===== src/rtl/risc_ctrl_pkg.sv =====
// Shared encodings for the RISC multi-cycle sequencer: states, opcodes,
// ALU function codes and the decoded opcode class record.
package risc_ctrl_pkg;

   localparam int unsigned OPW  = 4;
   localparam int unsigned STW  = 3;
   localparam int unsigned ALUW = 3;

   typedef enum logic [STW-1:0] {
      ST_IDLE   = 3'd0,
      ST_FETCH  = 3'd1,
      ST_DECODE = 3'd2,
      ST_EXEC   = 3'd3,
      ST_MEM    = 3'd4,
      ST_WB     = 3'd5,
      ST_HALT   = 3'd6,
      ST_BAD    = 3'd7
   } state_e;

   localparam logic [OPW-1:0] OP_NOP = 4'b0000;
   localparam logic [OPW-1:0] OP_ADD = 4'b0001;
   localparam logic [OPW-1:0] OP_SUB = 4'b0010;
   localparam logic [OPW-1:0] OP_AND = 4'b0011;
   localparam logic [OPW-1:0] OP_OR  = 4'b0100;
   localparam logic [OPW-1:0] OP_LD  = 4'b0101;
   localparam logic [OPW-1:0] OP_ST  = 4'b0110;
   localparam logic [OPW-1:0] OP_BEQ = 4'b0111;
   localparam logic [OPW-1:0] OP_JMP = 4'b1000;
   localparam logic [OPW-1:0] OP_HLT = 4'b1111;

   localparam logic [ALUW-1:0] ALU_NONE = 3'b000;
   localparam logic [ALUW-1:0] ALU_ADD  = 3'b001;
   localparam logic [ALUW-1:0] ALU_SUB  = 3'b010;
   localparam logic [ALUW-1:0] ALU_AND  = 3'b011;
   localparam logic [ALUW-1:0] ALU_OR   = 3'b100;

   typedef struct packed {
      logic is_rtype;
      logic is_ld;
      logic is_st;
      logic is_beq;
      logic is_jmp;
      logic is_hlt;
      logic is_illegal;
   } op_class_t;

endpackage


===== src/rtl/risc_cycle_sequencer_if.sv =====
// Control bundle between the sequencer (master) and the datapath/IR side (slave).
interface risc_cycle_sequencer_if;
   import risc_ctrl_pkg::*;

   logic            RUN;
   logic [OPW-1:0]  OPCODE;
   logic            MEM_ACK;
   logic            ZERO;

   logic            PC_LD;
   logic            PC_INC;
   logic            IR_LD;
   logic            A_LD;
   logic            B_LD;
   logic            MDR_LD;
   logic            RF_WE;
   logic [ALUW-1:0] ALU_OP;
   logic            MEM_REQ;
   logic            MEM_WE;
   logic            MAR_SEL;
   logic            WB_SEL;
   logic            HALTED;
   logic            ILLEGAL;
   logic [STW-1:0]  STATE;

   modport master (
      input  RUN, OPCODE, MEM_ACK, ZERO,
      output PC_LD, PC_INC, IR_LD, A_LD, B_LD, MDR_LD, RF_WE, ALU_OP,
             MEM_REQ, MEM_WE, MAR_SEL, WB_SEL, HALTED, ILLEGAL, STATE
   );

   modport slave (
      output RUN, OPCODE, MEM_ACK, ZERO,
      input  PC_LD, PC_INC, IR_LD, A_LD, B_LD, MDR_LD, RF_WE, ALU_OP,
             MEM_REQ, MEM_WE, MAR_SEL, WB_SEL, HALTED, ILLEGAL, STATE
   );

endinterface


===== src/rtl/risc_op_decode.sv =====
// Combinational opcode classifier; NOP yields no flags, undefined codes flag is_illegal.
module risc_op_decode
   import risc_ctrl_pkg::*;
(
   input  logic [OPW-1:0] op,
   output op_class_t      cls
);

   always_comb begin
      cls = '0;
      case (op)
         OP_ADD, OP_SUB, OP_AND, OP_OR: cls.is_rtype = 1'b1;
         OP_LD:   cls.is_ld      = 1'b1;
         OP_ST:   cls.is_st      = 1'b1;
         OP_BEQ:  cls.is_beq     = 1'b1;
         OP_JMP:  cls.is_jmp     = 1'b1;
         OP_HLT:  cls.is_hlt     = 1'b1;
         OP_NOP:  cls            = '0;
         default: cls.is_illegal = 1'b1;
      endcase
   end

endmodule


===== src/rtl/risc_cycle_sequencer.sv =====
// Multi-cycle fetch/decode/exec/mem/wb sequencer driving the datapath load strobes.
// State and opcode latch update on the falling edge of CLK.
module risc_cycle_sequencer
   import risc_ctrl_pkg::*;
(
   input logic                   CLK,
   input logic                   R_,
   risc_cycle_sequencer_if.master bus
);

   state_e          state_q, state_d;
   logic [OPW-1:0]  op_q;
   logic [OPW-1:0]  dec_op;
   op_class_t       cls;

   logic            pc_ld, pc_inc, ir_ld, a_ld, b_ld, mdr_ld, rf_we;
   logic [ALUW-1:0] alu_op;
   logic            mem_req, mem_we, mar_sel, wb_sel, halted, illegal;
   logic            boundary_fetch;

   // In DECODE the IR field is classified directly; afterwards the latched copy is used
   assign dec_op = (state_q == ST_DECODE) ? bus.OPCODE : op_q;

   risc_op_decode u_decode (
      .op  (dec_op),
      .cls (cls)
   );

   always_ff @(negedge CLK) begin
      if (!R_) begin
         state_q <= ST_IDLE;
         op_q    <= '0;
      end else begin
         state_q <= state_d;
         if (state_q == ST_DECODE) op_q <= bus.OPCODE;
      end
   end

   assign boundary_fetch = bus.RUN;

   always_comb begin
      state_d = state_q;
      pc_ld   = 1'b0;
      pc_inc  = 1'b0;
      ir_ld   = 1'b0;
      a_ld    = 1'b0;
      b_ld    = 1'b0;
      mdr_ld  = 1'b0;
      rf_we   = 1'b0;
      alu_op  = ALU_NONE;
      mem_req = 1'b0;
      mem_we  = 1'b0;
      mar_sel = 1'b0;
      wb_sel  = 1'b0;
      halted  = 1'b0;
      illegal = 1'b0;

      case (state_q)
         ST_IDLE: begin
            if (bus.RUN) state_d = ST_FETCH;
         end
         ST_FETCH: begin
            mem_req = 1'b1;
            if (bus.MEM_ACK) begin
               ir_ld   = 1'b1;
               pc_inc  = 1'b1;
               state_d = ST_DECODE;
            end
         end
         ST_DECODE: begin
            a_ld    = 1'b1;
            b_ld    = 1'b1;
            illegal = cls.is_illegal;
            if (cls.is_hlt)
               state_d = ST_HALT;
            else if (cls.is_rtype | cls.is_ld | cls.is_st | cls.is_beq | cls.is_jmp)
               state_d = ST_EXEC;
            else
               state_d = boundary_fetch ? ST_FETCH : ST_IDLE;
         end
         ST_EXEC: begin
            if (cls.is_rtype) begin
               alu_op  = op_q[ALUW-1:0];
               state_d = ST_WB;
            end else if (cls.is_ld | cls.is_st) begin
               alu_op  = ALU_ADD;
               state_d = ST_MEM;
            end else begin
               if (cls.is_beq) begin
                  alu_op = ALU_SUB;
                  pc_ld  = bus.ZERO;
               end else begin
                  pc_ld  = cls.is_jmp;
               end
               state_d = boundary_fetch ? ST_FETCH : ST_IDLE;
            end
         end
         ST_MEM: begin
            mem_req = 1'b1;
            mar_sel = 1'b1;
            mem_we  = cls.is_st;
            if (bus.MEM_ACK) begin
               if (cls.is_ld) begin
                  mdr_ld  = 1'b1;
                  state_d = ST_WB;
               end else begin
                  state_d = boundary_fetch ? ST_FETCH : ST_IDLE;
               end
            end
         end
         ST_WB: begin
            rf_we   = 1'b1;
            wb_sel  = cls.is_ld;
            alu_op  = cls.is_rtype ? op_q[ALUW-1:0] : ALU_ADD;
            state_d = boundary_fetch ? ST_FETCH : ST_IDLE;
         end
         ST_HALT: begin
            halted = 1'b1;
         end
         default: begin
            state_d = ST_IDLE;
         end
      endcase

      // Same-cycle strobes must not fire for an instruction that reset is aborting
      if (!R_) begin
         pc_ld  = 1'b0;
         pc_inc = 1'b0;
         ir_ld  = 1'b0;
         mdr_ld = 1'b0;
      end
   end

   assign bus.PC_LD   = pc_ld;
   assign bus.PC_INC  = pc_inc;
   assign bus.IR_LD   = ir_ld;
   assign bus.A_LD    = a_ld;
   assign bus.B_LD    = b_ld;
   assign bus.MDR_LD  = mdr_ld;
   assign bus.RF_WE   = rf_we;
   assign bus.ALU_OP  = alu_op;
   assign bus.MEM_REQ = mem_req;
   assign bus.MEM_WE  = mem_we;
   assign bus.MAR_SEL = mar_sel;
   assign bus.WB_SEL  = wb_sel;
   assign bus.HALTED  = halted;
   assign bus.ILLEGAL = illegal;
   assign bus.STATE   = STW'(state_q);

endmodule


===== src/flat_wrapper.sv =====
// flat-port wrapper written by rule: the top's interface ports become plain ports
module risc_cycle_sequencer_flat import risc_ctrl_pkg::*;
  (CLK, R_, bus_RUN, bus_OPCODE, bus_MEM_ACK, bus_ZERO, bus_PC_LD, bus_PC_INC, bus_IR_LD, bus_A_LD, bus_B_LD, bus_MDR_LD, bus_RF_WE, bus_ALU_OP, bus_MEM_REQ, bus_MEM_WE, bus_MAR_SEL, bus_WB_SEL, bus_HALTED, bus_ILLEGAL, bus_STATE);
  risc_cycle_sequencer_if bus_i ();
  input logic CLK;
  input logic R_;
  input wire logic [$bits(bus_i.RUN)-1:0] bus_RUN;
  input wire logic [$bits(bus_i.OPCODE)-1:0] bus_OPCODE;
  input wire logic [$bits(bus_i.MEM_ACK)-1:0] bus_MEM_ACK;
  input wire logic [$bits(bus_i.ZERO)-1:0] bus_ZERO;
  output wire logic [$bits(bus_i.PC_LD)-1:0] bus_PC_LD;
  output wire logic [$bits(bus_i.PC_INC)-1:0] bus_PC_INC;
  output wire logic [$bits(bus_i.IR_LD)-1:0] bus_IR_LD;
  output wire logic [$bits(bus_i.A_LD)-1:0] bus_A_LD;
  output wire logic [$bits(bus_i.B_LD)-1:0] bus_B_LD;
  output wire logic [$bits(bus_i.MDR_LD)-1:0] bus_MDR_LD;
  output wire logic [$bits(bus_i.RF_WE)-1:0] bus_RF_WE;
  output wire logic [$bits(bus_i.ALU_OP)-1:0] bus_ALU_OP;
  output wire logic [$bits(bus_i.MEM_REQ)-1:0] bus_MEM_REQ;
  output wire logic [$bits(bus_i.MEM_WE)-1:0] bus_MEM_WE;
  output wire logic [$bits(bus_i.MAR_SEL)-1:0] bus_MAR_SEL;
  output wire logic [$bits(bus_i.WB_SEL)-1:0] bus_WB_SEL;
  output wire logic [$bits(bus_i.HALTED)-1:0] bus_HALTED;
  output wire logic [$bits(bus_i.ILLEGAL)-1:0] bus_ILLEGAL;
  output wire logic [$bits(bus_i.STATE)-1:0] bus_STATE;
  assign bus_i.RUN = bus_RUN;
  assign bus_i.OPCODE = bus_OPCODE;
  assign bus_i.MEM_ACK = bus_MEM_ACK;
  assign bus_i.ZERO = bus_ZERO;
  assign bus_PC_LD = bus_i.PC_LD;
  assign bus_PC_INC = bus_i.PC_INC;
  assign bus_IR_LD = bus_i.IR_LD;
  assign bus_A_LD = bus_i.A_LD;
  assign bus_B_LD = bus_i.B_LD;
  assign bus_MDR_LD = bus_i.MDR_LD;
  assign bus_RF_WE = bus_i.RF_WE;
  assign bus_ALU_OP = bus_i.ALU_OP;
  assign bus_MEM_REQ = bus_i.MEM_REQ;
  assign bus_MEM_WE = bus_i.MEM_WE;
  assign bus_MAR_SEL = bus_i.MAR_SEL;
  assign bus_WB_SEL = bus_i.WB_SEL;
  assign bus_HALTED = bus_i.HALTED;
  assign bus_ILLEGAL = bus_i.ILLEGAL;
  assign bus_STATE = bus_i.STATE;
  risc_cycle_sequencer u_core (.CLK(CLK), .R_(R_), .bus(bus_i));
endmodule

===== config.mk =====
export PLATFORM = sky130hd
export DESIGN_NAME = risc_cycle_sequencer_flat
export DESIGN_NICKNAME = d
export VERILOG_FILES = /design/src/rtl/risc_ctrl_pkg.sv /design/src/rtl/risc_cycle_sequencer_if.sv /design/src/rtl/risc_op_decode.sv /design/src/rtl/risc_cycle_sequencer.sv /design/src/flat_wrapper.sv
export SDC_FILE = /design/constraint.sdc
export NUM_CORES = 1
export LEC_CHECK = 0
export CELL_PAD_IN_SITES_DETAIL_PLACEMENT = 1
export CELL_PAD_IN_SITES_GLOBAL_PLACEMENT = 1
export CORE_MARGIN = 4
export CORE_UTILIZATION = 30
export DETAILED_ROUTE_END_ITERATION = 8
export HOLD_SLACK_MARGIN = 0.12
export PLACE_DENSITY = 0.78
export SLEW_MARGIN = 20
export SYNTH_ARGS = -nofsm -noshare
export SYNTH_HDL_FRONTEND = slang
export SYNTH_SLANG_ARGS = --single-unit

===== constraint.sdc =====
create_clock -name CLK -period 2.6 [get_ports CLK]
set_input_delay 0.78 -clock CLK [delete_from_list [all_inputs] [get_ports CLK]]
set_output_delay 0.78 -clock CLK [all_outputs]
set_load 0.01 [all_outputs]

==> results.json <==
{
  "synth_compound_area_share_pct": 22.4,
  "place_hpwl_um": 2970,
  "p_seq_share_pct": 14.3,
  "violations": "setup timing",
  "clock_latency_ns": 0.35,
  "num_rows": 19,
  "cts_hold_buf": 0,
  "slowest_delay_ns": 0.40,
  "endpoint_kind": "output port",
  "drv_slew": 0,
  "yosysWarnings": 0,
  "syn_inst": 120,
  "synth_area_leaders": "dfxtp_1 (15%), clkbuf_8 (5.9%), nand2_1 (4.4%)",
  "place_ws_ns": -1.63,
  "drive_above_1_share_pct": 67.5,
  "cp_cell_sequence": "or3b_4 -> clkinv_4 -> mux2_4 -> a21oi_4 -> and3_4 -> o21a_1 -> buf_6",
  "clockRootBuffer": "clkbuf_4",
  "track_usage_pct": 25.7,
  "drc": 0,
  "antenna_left": 0,
  "critPathRequiredTime_ns": 1.82,
  "ios": 28,
  "yosys.area.top_type": "dfxtp_1",
  "clk_pin_slew_ns": 0.05,
  "crit_path_start_kind": "flop",
  "antenna_cells": 0,
  "first_iter_violations": 107,
  "holdWs_ns": 0.902,
  "hold_depth": 3,
  "htree_num_levels": 1,
  "syn2layout_area_growth_pct": 118,
  "cts.sinks": 7,
  "die_w_um": 63.6,
  "finalSetupViolCount": 23,
  "vias_per_cell": 5.97,
  "maxCapViolCount": 0,
  "tritoncts": "done",
  "syn_avg_cell_area_um2": 7.74,
  "gp_congestion": 0.900,
  "vias": 1451,
  "grt_max_degree": 16,
  "grt_pass1_wl_um": 7890,
  "async_flop_share_pct": 0,
  "p_per_area_nw_per_um2": 504,
  "p_sw_share_pct": 44.5,
  "rsz0062_at_grt": "yes",
  "seq_area_frac_synth_pct": 15.1,
  "power_leakage_nw": 0.898,
  "synthFlopType": "dfxtp_1",
  "synth_fp_nets": 129,
  "yosysMostFrequentCell": "nand2_1",
  "reg2reg_setup_slack_ns": 0.62,
  "core_um2": 2850,
  "crit_fanout": 2,
  "hold_violations": 0,
  "grt-ovfl-total": 0,
  "slew-limit-headroom_pct": 63.2,
  "drt_wl_total_um": 6540,
  "combPwrFrac_pct": 70.0,
  "holdPathEnd": "u_core.op_q[0]",
  "synth_top_family_by_area": "simple AND/OR/NAND/NOR gates",
  "p_int_mw": 0.567,
  "dieArea_um2": 4050,
  "synth_common_cells": "nand2_1 (11), nor2_1 (9), dfxtp_1 (7)",
  "reg2regPathDepth": 8,
  "die_h_um": 63.6,
  "synthXorXnorAreaFrac_pct": 1.89,
  "p_switching_mw": 0.454,
  "timing.rr.start": "u_core.bus.STATE[0]",
  "synth-edff-count": 0,
  "arrival_ns": 3.44,
  "cts_made_buffers": 3,
  "synth_mux_area_share_pct": 5.53,
  "synth_area_um2": 928,
  "finalClockSkew_ns": 0.0372,
  "outcome": "finished, violations left",
  "drtPass1Iterations": 4,
  "ir_drop_uv": 538,
  "synthSimpleGateAreaFrac_pct": 34.8,
  "yosysUniqueCellTypes": 45,
  "r2r-end": "u_core.bus.STATE[0]",
  "initial_utilization_pct": 32.5,
  "min_path_type": "reg2reg",
  "fill_cells": 300,
  "cts.path.max_buffers": 2,
  "synth_seq_cells": 7,
  "tightest_slew_ns": 0.544,
  "crit_type": "reg2out",
  "p_clk_share_pct": 15.8,
  "worst_slack_ns": -1.62,
  "cp_slowest_cell": "or3b_4",
  "yosys.area_share.adder_pct": 0,
  "io_buffers": 27,
  "grt_pass1_vias": 1484,
  "hold_start": "u_core.op_q[0]",
  "route.detailed.wl_per_inst_um": 26.9,
  "yosys.area.top_type_share_pct": 15.1,
  "layout.nets": 222,
  "antenna_found_initial": 0
}
## cell families after synthesis
| family | count (synthesis) |
|---|---|
| compound gates | 29 |
| xor+xnor | 2 |
| buf+inv | 19 |
| flops | 7 |
| mux | 5 |
| simple gates | 58 |
## how the worst max path moves through the flow
stage	startpoint	endpoint	slack (ns)
after CTS	u_core.bus.STATE[1]	bus_ALU_OP[1]	-1.57
after global routing	u_core.bus.STATE[2]	bus_ALU_OP[1]	-1.70
after floorplan	u_core.bus.STATE[1]	bus_PC_LD	-1.15
final	u_core.bus.STATE[0]	bus_ALU_OP[1]	-1.62
after detailed placement	u_core.bus.STATE[2]	bus_PC_LD	-1.63
after global placement	u_core.bus.STATE[2]	bus_PC_LD	-1.56
## per-stage QoR
step	total power, mW	TNS (ns)	instance area [um^2]	cells	util, %
final	1.02	-22.69	2030	243	71.0
after global routing	1.08	-23.87	2030	243	71.0
after CTS	0.843	-22.03	1790	236	62.8
after detailed placement	0.596	-27.03	1520	211	53.2
after global placement	0.578	-26.12	1520	211	53.2
after floorplan	0.434	-11.41	1040	120	-
## placed cells by master (no fill, tap or decap), drive strengths merged, types with 4 or more instances in the layout
| cell | count |
|---|---|
| mux2i | 4 |
| a21oi | 5 |
| dfxtp | 7 |
| nor2 | 9 |
| o211ai | 4 |
| nand2 | 11 |
| nor3 | 4 |
| nand3 | 5 |
| o21ai | 5 |
| and2 | 4 |
| nor3b | 5 |
| inv | 12 |
| buf | 93 |
| nand3b | 4 |
## cell type report
type,count,area (um^2),share of cell area [%]
Clock inverter,8,30.0,1.48
Multi-Input combinational cell,94,833,41.1
Timing Repair Buffer,95,918,45.3
Inverter,5,33.8,1.67
Clock buffer,3,22.5,1.11
Tap cell,31,38.8,1.91
Sequential cell,7,149,7.35
## routing by layer
| layer | wire length (um) | global-route usage (%) | part of all wire, % | vias up |
|---|---|---|---|---|
| li1 | - | - | - | 624 |
| met5 | 0 | 0 | 0 | - |
| met3 | 454 | 7.10 | 6.9 | 33 |
| met4 | 450 | 8.89 | 6.9 | 0 |
| met1 | 2240 | 27.7 | 34 | 699 |
| met2 | 3400 | 47.3 | 52 | 95 |
## critical path, delay by kind of cell, from the launching register on
| family | cells | cell delay, ns |
|---|---|---|
| compound gates | 2 | 0.29 |
| mux | 1 | 0.32 |
| flops | 1 | 0.35 |
| buf+inv | 2 | 0.20 |
| simple gates | 2 | 0.62 |
## power groups by stage
stage          registers (mW)  clock network (mW)  logic (mW)
3_5_place_dp            0.139              0.0190       0.439
2_1_floorplan           0.150              0.0190       0.265
5_1_grt                 0.147               0.181       0.748
6_report                0.146               0.161       0.714
3_3_place_gp            0.136              0.0190       0.423
4_1_cts                 0.141               0.163       0.539
## state kept, by name, summed over array words and instances, names as in the netlist
| signal | count |
|---|---|
| u_core.op_q | 4 |
| u_core.bus.STATE | 3 |
## timing repair
item | 4_1_cts | 5_1_grt
setup endpoints to repair | 26 | 23
buffers inserted | 15 | 13
resized for setup | 148 | 59
pin swaps | 7 | 15
Power figures use the tool's default switching activity.
